--- config.mk ---
export PLATFORM = sky130hd
export DESIGN_NAME = fb_pattern_writer
export DESIGN_NICKNAME = d
export VERILOG_FILES = /design/src/rtl/fb_pattern_writer.sv
export SDC_FILE = /design/constraint.sdc
export NUM_CORES = 1
export LEC_CHECK = 0
export ABC_AREA = 1
export BUFFER_PORTS_ARGS = -buffer_cell sky130_fd_sc_hd__buf_2
export CORE_MARGIN = 2
export CORE_UTILIZATION = 25
export CTS_BUF_LIST = sky130_fd_sc_hd__clkbuf_8
export CTS_CLUSTER_DIAMETER = 30
export DETAILED_ROUTE_END_ITERATION = 16
export HOLD_SLACK_MARGIN = 0.12
export SETUP_SLACK_MARGIN = 0.02
export SYNTH_ARGS = -nofsm -noshare
export SYNTH_HDL_FRONTEND = slang
export SYNTH_SLANG_ARGS = --single-unit
--- constraint.sdc ---
create_clock -name clk -period 5.9 [get_ports clk]
set_clock_uncertainty 0.1 [all_clocks]
set_input_delay 0.885 -clock clk [delete_from_list [all_inputs] [get_ports clk]]
set_output_delay 0.885 -clock clk [all_outputs]
set_load 0.01 [all_outputs]
--- src/rtl/fb_pattern_writer.sv ---
// fb_pattern_writer: walks one 1-bpp frame per start request and streams packed
// pixel words, with linear word addresses, into the display buffer RAM write
// port. It offers four patterns (solid, checker, diagonal, box) and a
// valid/ready handshake that supports back-pressure.
// Optional feature: define FB_PATTERN_WRITER_INVERT_EN to add an `invert` input.
// That input is captured at start. When it is set, every data word is complemented.
module fb_pattern_writer #(
  parameter int H_ACTIVE = 800,
  parameter int V_ACTIVE = 480,
  parameter int WORD_W   = 16,
  parameter int ADDR_W   = 16,
  localparam int X_W     = $clog2(H_ACTIVE),
  localparam int Y_W     = $clog2(V_ACTIVE)
) (
  input  logic              clk,
  input  logic              reset,
  input  logic              start,
  input  logic [1:0]        mode,
  input  logic [X_W-1:0]    box_x0,
  input  logic [X_W-1:0]    box_x1,
  input  logic [Y_W-1:0]    box_y0,
  input  logic [Y_W-1:0]    box_y1,
`ifdef FB_PATTERN_WRITER_INVERT_EN
  input  logic              invert,
`endif
  input  logic              wr_ready,
  output logic              wr_en,
  output logic [ADDR_W-1:0] wr_addr,
  output logic [WORD_W-1:0] wr_data,
  output logic              busy,
  output logic              done
);

  localparam int WPL  = H_ACTIVE / WORD_W;
  localparam int XW_W = (WPL > 1) ? $clog2(WPL) : 1;

  typedef enum logic [1:0] {
    S_IDLE  = 2'd0,
    S_WRITE = 2'd1,
    S_DONE  = 2'd2
  } state_t;

  state_t state_q, state_n;

  logic [XW_W-1:0]   xw_q, xw_n;
  logic [Y_W-1:0]    y_q, y_n;
  logic [ADDR_W-1:0] addr_n;
  logic [WORD_W-1:0] data_n;
  logic              en_n, busy_n, done_n;

  // Frame configuration, frozen at start so later input changes cannot
  // disturb a frame in flight.
  logic [1:0]        mode_q, mode_n;
  logic [X_W-1:0]    bx0_q, bx0_n, bx1_q, bx1_n;
  logic [Y_W-1:0]    by0_q, by0_n, by1_q, by1_n;
  logic              inv_q, inv_n;

  logic              hs;
  logic              last_word;

  // Builds one packed word. Bit i is the pixel at x = xw*WORD_W + i, so bit 0
  // is the leftmost pixel. The arithmetic is 32-bit. For the diagonal, only the
  // low four bits of x+y matter, so the result equals a sum taken at X_W+1 bits.
  function automatic logic [WORD_W-1:0] pattern_word(
    input logic [XW_W-1:0] xw,
    input logic [Y_W-1:0]  yy,
    input logic [1:0]      m,
    input logic [X_W-1:0]  x0,
    input logic [X_W-1:0]  x1,
    input logic [Y_W-1:0]  y0,
    input logic [Y_W-1:0]  y1,
    input logic            inv
  );
    logic [WORD_W-1:0] w;
    logic [31:0]       x32;
    logic [31:0]       y32;
    logic [31:0]       s32;
    logic              in_box;
    w   = '0;
    y32 = 32'(yy);
    for (int i = 0; i < WORD_W; i++) begin
      x32    = 32'(xw) * WORD_W + i;
      s32    = x32 + y32;
      // An inverted bound pair can never satisfy both comparisons, so the box is empty.
      in_box = (x32 >= 32'(x0)) && (x32 <= 32'(x1)) &&
               (y32 >= 32'(y0)) && (y32 <= 32'(y1));
      case (m)
        2'd0:    w[i] = 1'b1;
        2'd1:    w[i] = x32[3] ^ y32[3];
        2'd2:    w[i] = ((s32 & 32'd15) < 32'd8);
        default: w[i] = ~in_box;
      endcase
    end
    if (inv) w = ~w;
    return w;
  endfunction

  assign hs        = wr_en && wr_ready;
  assign last_word = (xw_q == XW_W'(WPL - 1)) && (y_q == Y_W'(V_ACTIVE - 1));

  // FSM state register; reset always lands in IDLE, even if start is high on the same edge.
  always_ff @(posedge clk) begin
    if (reset) state_q <= S_IDLE;
    else       state_q <= state_n;
  end

  // Next state, next counters and the next (registered) output values.
  always_comb begin
    state_n = state_q;
    xw_n    = xw_q;
    y_n     = y_q;
    addr_n  = wr_addr;
    en_n    = 1'b0;
    busy_n  = 1'b0;
    done_n  = 1'b0;
    mode_n  = mode_q;
    bx0_n   = bx0_q;
    bx1_n   = bx1_q;
    by0_n   = by0_q;
    by1_n   = by1_q;
    inv_n   = inv_q;
    case (state_q)
      S_IDLE: begin
        if (start) begin
          state_n = S_WRITE;
          xw_n    = '0;
          y_n     = '0;
          addr_n  = '0;
          en_n    = 1'b1;
          busy_n  = 1'b1;
          mode_n  = mode;
          bx0_n   = box_x0;
          bx1_n   = box_x1;
          by0_n   = box_y0;
          by1_n   = box_y1;
`ifdef FB_PATTERN_WRITER_INVERT_EN
          inv_n   = invert;
`else
          inv_n   = 1'b0;
`endif
        end
      end
      S_WRITE: begin
        en_n   = 1'b1;
        busy_n = 1'b1;
        if (hs) begin
          if (last_word) begin
            state_n = S_DONE;
            en_n    = 1'b0;
            done_n  = 1'b1;
            addr_n  = '0;
          end else begin
            addr_n = wr_addr + ADDR_W'(1);
            if (xw_q == XW_W'(WPL - 1)) begin
              xw_n = '0;
              y_n  = y_q + Y_W'(1);
            end else begin
              xw_n = xw_q + XW_W'(1);
            end
          end
        end
      end
      S_DONE: begin
        state_n = S_IDLE;
      end
      default: begin
        state_n = S_IDLE;
      end
    endcase
    // The word is recomputed from the held counters, so it stays stable while stalled.
    data_n = en_n ? pattern_word(xw_n, y_n, mode_n, bx0_n, bx1_n, by0_n, by1_n, inv_n)
                  : '0;
  end

  // Counter, configuration and output registers; all outputs leave from flops.
  always_ff @(posedge clk) begin
    if (reset) begin
      xw_q    <= '0;
      y_q     <= '0;
      wr_en   <= 1'b0;
      wr_addr <= '0;
      wr_data <= '0;
      busy    <= 1'b0;
      done    <= 1'b0;
      mode_q  <= '0;
      bx0_q   <= '0;
      bx1_q   <= '0;
      by0_q   <= '0;
      by1_q   <= '0;
      inv_q   <= 1'b0;
    end else begin
      xw_q    <= xw_n;
      y_q     <= y_n;
      wr_en   <= en_n;
      wr_addr <= addr_n;
      wr_data <= data_n;
      busy    <= busy_n;
      done    <= done_n;
      mode_q  <= mode_n;
      bx0_q   <= bx0_n;
      bx1_q   <= bx1_n;
      by0_q   <= by0_n;
      by1_q   <= by1_n;
      inv_q   <= inv_n;
    end
  end

endmodule

-- Yosys cells after proc, flatten, opt, wreduce, memory -nomap -nowiden
Cells that the tools add are included.
- flip-flop bits (word level): 93
- bits in latches: 0
- bits in writable memories: 0
- bits in read-only memories: 0
- logic and storage cells: 251
- memories kept: 0
- $add $sub $neg: 34
- multipliers: 0
- divide/modulo/power cells: 0
- magnitude comparators: 50
- equal/unequal tests: 8
- shift-type cells: 0
- mux-type cells: 53
- bitwise operators: 35
- reduce and logical (&&, ||, !) cells: 57
- operators with widths (operator ; count):
    $ge A11 B10 Y1 ; 15
    $le A11 B10 Y1 ; 15
    $add A10 B4 Y11 const B ; 8
    $mux W9 ; 8
    $lt A4 B4 Y1 const B ; 16
    $mux W16 ; 4
    $add A4 B4 Y4 ; 15
    $logic_and A1 B1 Y1 ; 50
    $pmux W1 S3 ; 16
    $add A10 B3 Y11 const B ; 4
    $mux W10 ; 4
    $pmux W16 S2 ; 1
    $mux W6 ; 4
    $add A10 B2 Y11 const B ; 2
    $not A1 Y1 ; 19
    $pmux W9 S2 ; 1
    $add A16 B1 Y16 const B ; 1
    $not A16 Y16 ; 1
    $xor A1 B1 Y1 ; 15
    $pmux W6 S2 ; 1
    $add A10 B1 Y11 const B ; 1
    $ge A10 B10 Y1 ; 1
    $le A10 B10 Y1 ; 1
    $mux W2 ; 5
    18 further kinds ; 29

-- Longest topological paths before layout
- depth after elaboration: 14
- mapped depth: 26
- mapped depth without buffers: 26

-- Worst setup path before layout
OpenSTA, ideal clock, no wires.
- path kind: input port to flip-flop
- start point: in start
- end point: reg wr_data[8]
- library setup time: 0.119 ns
- arrival: 3.254 ns
- setup slack: 2.427 ns
- stages: 17
- path buffers: 2
- cell sequence: nand2_2 > buf_2 > buf_1 > mux2i_1 > ha_1 > nand2_1 > inv_1 > o21ai_0 > nand3_1 > inv_1 > nand2_1 > inv_1 > o21ai_2 > nand4_1 > nand3_1 > o21ai_0 > a21oi_1
- word-level cells in the longest chain between the ends: 11
- elaborated cells on any way between the ends: 38
- classes of those cells: add/sub: 2; order compare: 5; eq/ne: 2; mux: 20; bitwise: 4; reduce/logical: 5
- ends and longest elaborated chain (what ; line ; source):
    from (decl) ; 17 ; input logic start,
    $mux W6 ; 124 ; if (start) begin
    $pmux W6 S2 ; 122 ; case (state_q)
    $add A10 B4 Y11 ; 82 ; x32 = 32'(xw) * WORD_W + i;
    $ge A11 B10 Y1 or $le A11 B10 Y1 (tied branches) ; 85 ; in_box = (x32 >= 32'(x0)) && (x32 <= 32'(x1)) &&
    $logic_and A1 B1 Y1 (2 in a row) ; 85 ;
    $logic_and A1 B1 Y1 ; 86 ; (y32 >= 32'(y0)) && (y32 <= 32'(y1));
    $not A1 Y1 ; 91 ; default: w[i] = ~in_box;
    $pmux W1 S3 ; 87 ; case (m)
    $not A16 Y16 ; 94 ; if (inv) w = ~w;
    $mux W16 ; 94 ;
    to (signal assigned) ; 196 ; wr_data <= data_n;
    to (decl) ; 29 ; output logic [WORD_W-1:0] wr_data,
Several ways; a longest one is shown, not always the timed one.
A chain may end at the register's enable or synchronous reset.

-- Final worst setup path
- start point: reg y_q[0]
- end point: reg wr_data[9]
- word-level cells in the longest chain between the ends: 14
- elaborated cells on any way between the ends: 31
- classes of those cells: add/sub: 3; order compare: 5; eq/ne: 1; mux: 13; bitwise: 4; reduce/logical: 5
- ends and longest elaborated chain (what ; line ; source):
    from (decl) ; 46 ; logic [Y_W-1:0] y_q, y_n;
    from (signal assigned) ; 193 ; y_q <= y_n;
    $eq A9 B9 Y1 (*) ; 99 ; assign last_word = (xw_q == XW_W'(WPL - 1)) && (y_q == Y_W'(V_ACTIVE - 1));
    $logic_and A1 B1 Y1 (*) ; 99 ;
    $mux W6 (*) ; 147 ; if (last_word) begin
    $mux W6 (*) ; 146 ; if (hs) begin
    $pmux W6 S2 (*) ; 122 ;
    via xw_n[3] ; 45 ; logic [XW_W-1:0] xw_q, xw_n;
    $add A10 B4 Y11 (*) ; 82 ;
    $ge A11 B10 Y1 or $le A11 B10 Y1 (tied branches) ; 85 ;
    $logic_and A1 B1 Y1 (*) (2 in a row) ; 85 ;
    $logic_and A1 B1 Y1 (*) ; 86 ;
    $not A1 Y1 (*) ; 91 ;
    $pmux W1 S3 (*) ; 87 ;
    $not A16 Y16 ; 94 ;
    $mux W16 (*) ; 94 ;
The timed path passes the listed nets; every way through them passes the cells marked *.

==> results.txt <==
----------------------------------------------------
[Run status]
  Status ... finished clean

[Drt]
  Metal1 wirelength ... 7720 µm
  Via count normalized by instance count ... between 4 and 5
  DRC violations left ... 0
  Detailed-route wire length per cell ... 13.1 µm
  WL final ... 15300 µm
  Routed wire length on met2 ... 6670 µm
  Detailed-route via count ... 5381
  Detailed Routing Iterations Pass 1 ... 5
  Post-detailed-route count of antenna-violating nets ... 0
  Routed wl met3 ... 609 µm
  Max layer used ... met4
  Initial DRC Count ... 376

[STA]
  Final period util ... 70.2%
  Worst rel slew slack ... 44.5%
  Setup TNS ... 0 ns
  Max-slew violations ... 0
  Unrepaired setup endpoints after global routing ... false
  Final critical delay including setup and external delays ... 4.14 ns
  Final setup violation count ... 0
  Maximum operating frequency ... 241 MHz
  Final Hold Fails ... 0
  Actual transition at the worst max-transition pin ... slightly above 0.8 ns

[Logic synthesis]
  Top-area cell type share of the netlist area ... ~32%
  Proportion of synthesized flip-flops having asynchronous set or reset ... 0%
  Post-synth EDFFs ... 0
  Mux cell area share after synthesis ... 4.49%
  Library cells used by synthesis ... 54
  Syn Nets ... 889
  Synthesized area per cell ... ~7.2 µm²
  Main flop type after synthesis ... sky130_fd_sc_hd__dfxtp_1
  Sequential share of the synthesized area ... about a third
  Post-Synth Adder-Cell Area ... 7.78%
  Synthesized flop and latch total ... between 90 and 100
  Dominant combinational cell family by area after synthesis ... simple AND/OR/NAND/NOR gates
  Leading cell type by number of instances after synthesis ... sky130_fd_sc_hd__nand2_1
  Top post-synthesis cells by area ... sky130_fd_sc_hd__dfxtp_1, sky130_fd_sc_hd__nand2_1, sky130_fd_sc_hd__ha_1, sky130_fd_sc_hd__nor2_1, sky130_fd_sc_hd__nand3_1
  Netlist area before placement ... just under 6000 µm²
  Synth warn ... 0
  Post-synthesis cell type with the largest combined area ... sky130_fd_sc_hd__dfxtp_1
  Top post-synthesis cells by count ... sky130_fd_sc_hd__nand2_1, sky130_fd_sc_hd__nor2_1, sky130_fd_sc_hd__dfxtp_1, sky130_fd_sc_hd__inv_1, sky130_fd_sc_hd__nand3_1
  Synthesized-area fraction occupied by xor and xnor cells ... 0.908%
  Post-synthesis simple-gate area fraction ... 34.3%
  Gate count of the mapped netlist ... around 810
  Fraction of the mapped netlist area in compound gates ... 12.3%

[Global routing]
  Global router's overall resource usage ... 12.8%
  Largest net degree at the start of global routing ... 63
  Number of global-route vias before repair ... 4983
  Total overflow reported by the global router ... 0
  First-pass GRT wire length ... 24800 µm
  Initial antenna violation count ... 0

[Clock tree]
  Hold Buf Count CTS ... 0
  Post-CTS setup buffer count ... 0
  TritonCTS clock tree ... done
  Cell chosen for the clock root ... sky130_fd_sc_hd__clkbuf_8
  Insertion delay of the later-clocked pin in the worst-skew pair ... 0.39 ns
  Deepest level of the CTS H-tree ... 3
  Clock Tree Buf Depth ... 2
  Number of clock sinks seen by CTS ... 93
  Num CTS Buffers ... 9
  Number of gates resized after cts ... 0
  Clock transition time at the flip-flop clock pins of the worst setup and hold paths ... 0.10 ns

[Floorplanning]
  Count of boundary I/O pins ... just under 80
  Die Height ... 156 µm
  Die W ... 156 µm
  Count of standard-cell rows ... 55
  Die area ... between 20000 and 25000 µm²
  Core Box Area ... 22700 µm²
  Initial Utilization ... around a quarter

[Placed design]
  DP Wirelength ... around 12000 µm
  Placer's final routability congestion estimate ... 0.926
  I/O Buffers ... 78

[Min path]
  Kind of path behind the tightest hold check ... register to register

[Worst setup path]
  Endpoint type of the worst setup path ... register
  Largest driver fanout on the critical path ... 8
  Crit path arrival time ... 4.34 ns
  Worst path required time ... 6.10 ns
  Class of the most critical setup path ... register to register
  Startpoint class of the critical path ... register

[Layout]
  Fraction of final layout cells with drive strength greater than 1 ... 17.1%
  Synthesis-to-layout area growth ... 13.8%
  Number of fill cells in the layout ... 2515
  Layout Nets ... 959
  Number of antenna repair diodes ... 0

[Flow run]
  Max Cap Viol ... 0

[Power and ir drop]
  Leakage power total ... about 0.0032 µW
  Pwr dens ... 216 nW/µm²
  Worst VDD drop ... 0.111 mV
  Power Total ... 1420 µW

----------------------------------------------------
## worst max-delay path, stage by stage, from the launching register on
cell                      delay, ns
sky130_fd_sc_hd__dfxtp_1       0.40
sky130_fd_sc_hd__ha_1          0.16
sky130_fd_sc_hd__inv_1         0.07
sky130_fd_sc_hd__nor2_4        0.15
sky130_fd_sc_hd__nand3_4       0.13
sky130_fd_sc_hd__nor2_1        0.29
sky130_fd_sc_hd__nor2_1        0.17
sky130_fd_sc_hd__nand2_1       0.11
sky130_fd_sc_hd__nor3_1        0.05
sky130_fd_sc_hd__o21ai_0       0.21
sky130_fd_sc_hd__nand2_1       0.13
sky130_fd_sc_hd__ha_1          0.31
sky130_fd_sc_hd__inv_1         0.04
sky130_fd_sc_hd__nor2_1        0.17
sky130_fd_sc_hd__nand4_1       0.23
sky130_fd_sc_hd__nor2_2        0.27
sky130_fd_sc_hd__nand2_1       0.13
sky130_fd_sc_hd__o21ai_0       0.24
sky130_fd_sc_hd__o21ai_0       0.18
sky130_fd_sc_hd__nand3_1       0.16
sky130_fd_sc_hd__nand4_1       0.11
sky130_fd_sc_hd__a21oi_1       0.24
## sequential cells by signal (all words and copies together) (netlist names), 6 cells and up
register and cells:
wr_addr 16, wr_data 16, bx0_q 10, bx1_q 10
by0_q 9, by1_q 9, y_q 9, xw_q 6
## cell families (layout without fill, tap and decap cells)
| group | after synthesis | in the layout |
|---|---|---|
| buffers and inverters | 103 | 177 |
| AOI/OAI and AO/OA | 120 | 120 |
| muxes | 26 | 26 |
| xor gates and xnor gates | 6 | 6 |
| DFF | 93 | 93 |
| adders and majority gates | 36 | 36 |
| and+or+nand+nor | 425 | 425 |
## routing by layer
| layer | up-vias | GRT usage (%) |
|---|---|---|
| met5 | - | 0 |
| met4 | 0 | 4.41 |
| met3 | 20 | 2.67 |
| met2 | 111 | 20.1 |
| met1 | 2430 | 17.5 |
| li1 | 2820 | - |
## where the power goes
| group | switching, µW | internal [µW] |
|---|---|---|
| clock | 246 | 194 |
| combinational | 206 | 106 |
| sequential | 10.2 | 660 |
| total | 462 | 960 |
## layout make-up
class | count | area [µm²] | area share (%)
Timing Repair Buffer | 81 | 413 | 6.26
Clock buffer | 9 | 124 | 1.88
Tap cell | 285 | 357 | 5.41
Clock inverter | 6 | 65.1 | 0.987
Sequential cell | 93 | 1860 | 28.2
Multi-Input combinational cell | 613 | 3460 | 52.5
Inverter | 81 | 310 | 4.71
## layout by cell type (no fill, tap or decap), types with 6 or more instances in the layout
master and instances:
sky130_fd_sc_hd__ha_1 36, sky130_fd_sc_hd__nor3_1 13, sky130_fd_sc_hd__clkbuf_8 9, sky130_fd_sc_hd__nor2_2 7, sky130_fd_sc_hd__inv_1 74, sky130_fd_sc_hd__mux2i_1 26, sky130_fd_sc_hd__o21ai_1 9, sky130_fd_sc_hd__nand3_1 63
sky130_fd_sc_hd__buf_2 78, sky130_fd_sc_hd__nor2_1 119, sky130_fd_sc_hd__dfxtp_1 93, sky130_fd_sc_hd__nand4_1 16, sky130_fd_sc_hd__nand2_1 164, sky130_fd_sc_hd__o21ai_0 34, sky130_fd_sc_hd__nand2_2 11, sky130_fd_sc_hd__or2_2 6
sky130_fd_sc_hd__a21oi_1 45
## per-stage QoR
step / utilization [%] / area (µm²) / hold WS, ns / std cells / setup WS (ns)
2_1_floorplan: - / 5790 / 0.366 / 809 / 2.43
3_3_place_gp: 28.2 / 6400 / 0.382 / 1153 / 1.57
3_5_place_dp: 28.2 / 6400 / 0.388 / 1153 / 1.52
4_1_cts: 29.0 / 6590 / 0.403 / 1168 / 1.74
5_1_grt: 29.0 / 6590 / 0.437 / 1168 / 1.37
6_report: 29.0 / 6590 / 0.394 / 1168 / 1.76
## path summary, 6_finish.rpt
kind / slack [ns] / endpoint / cells after the start / start
min reg2reg: 0.39 / wr_addr[14] / 2 / wr_addr[14]
max: 1.76 / wr_data[9] / 21 / y_q[0]
max reg2reg: 1.76 / wr_data[9] / 21 / y_q[0]
min: 0.39 / wr_addr[14] / 2 / wr_addr[14]
No activity file was read; power rests on OpenSTA's default activity.
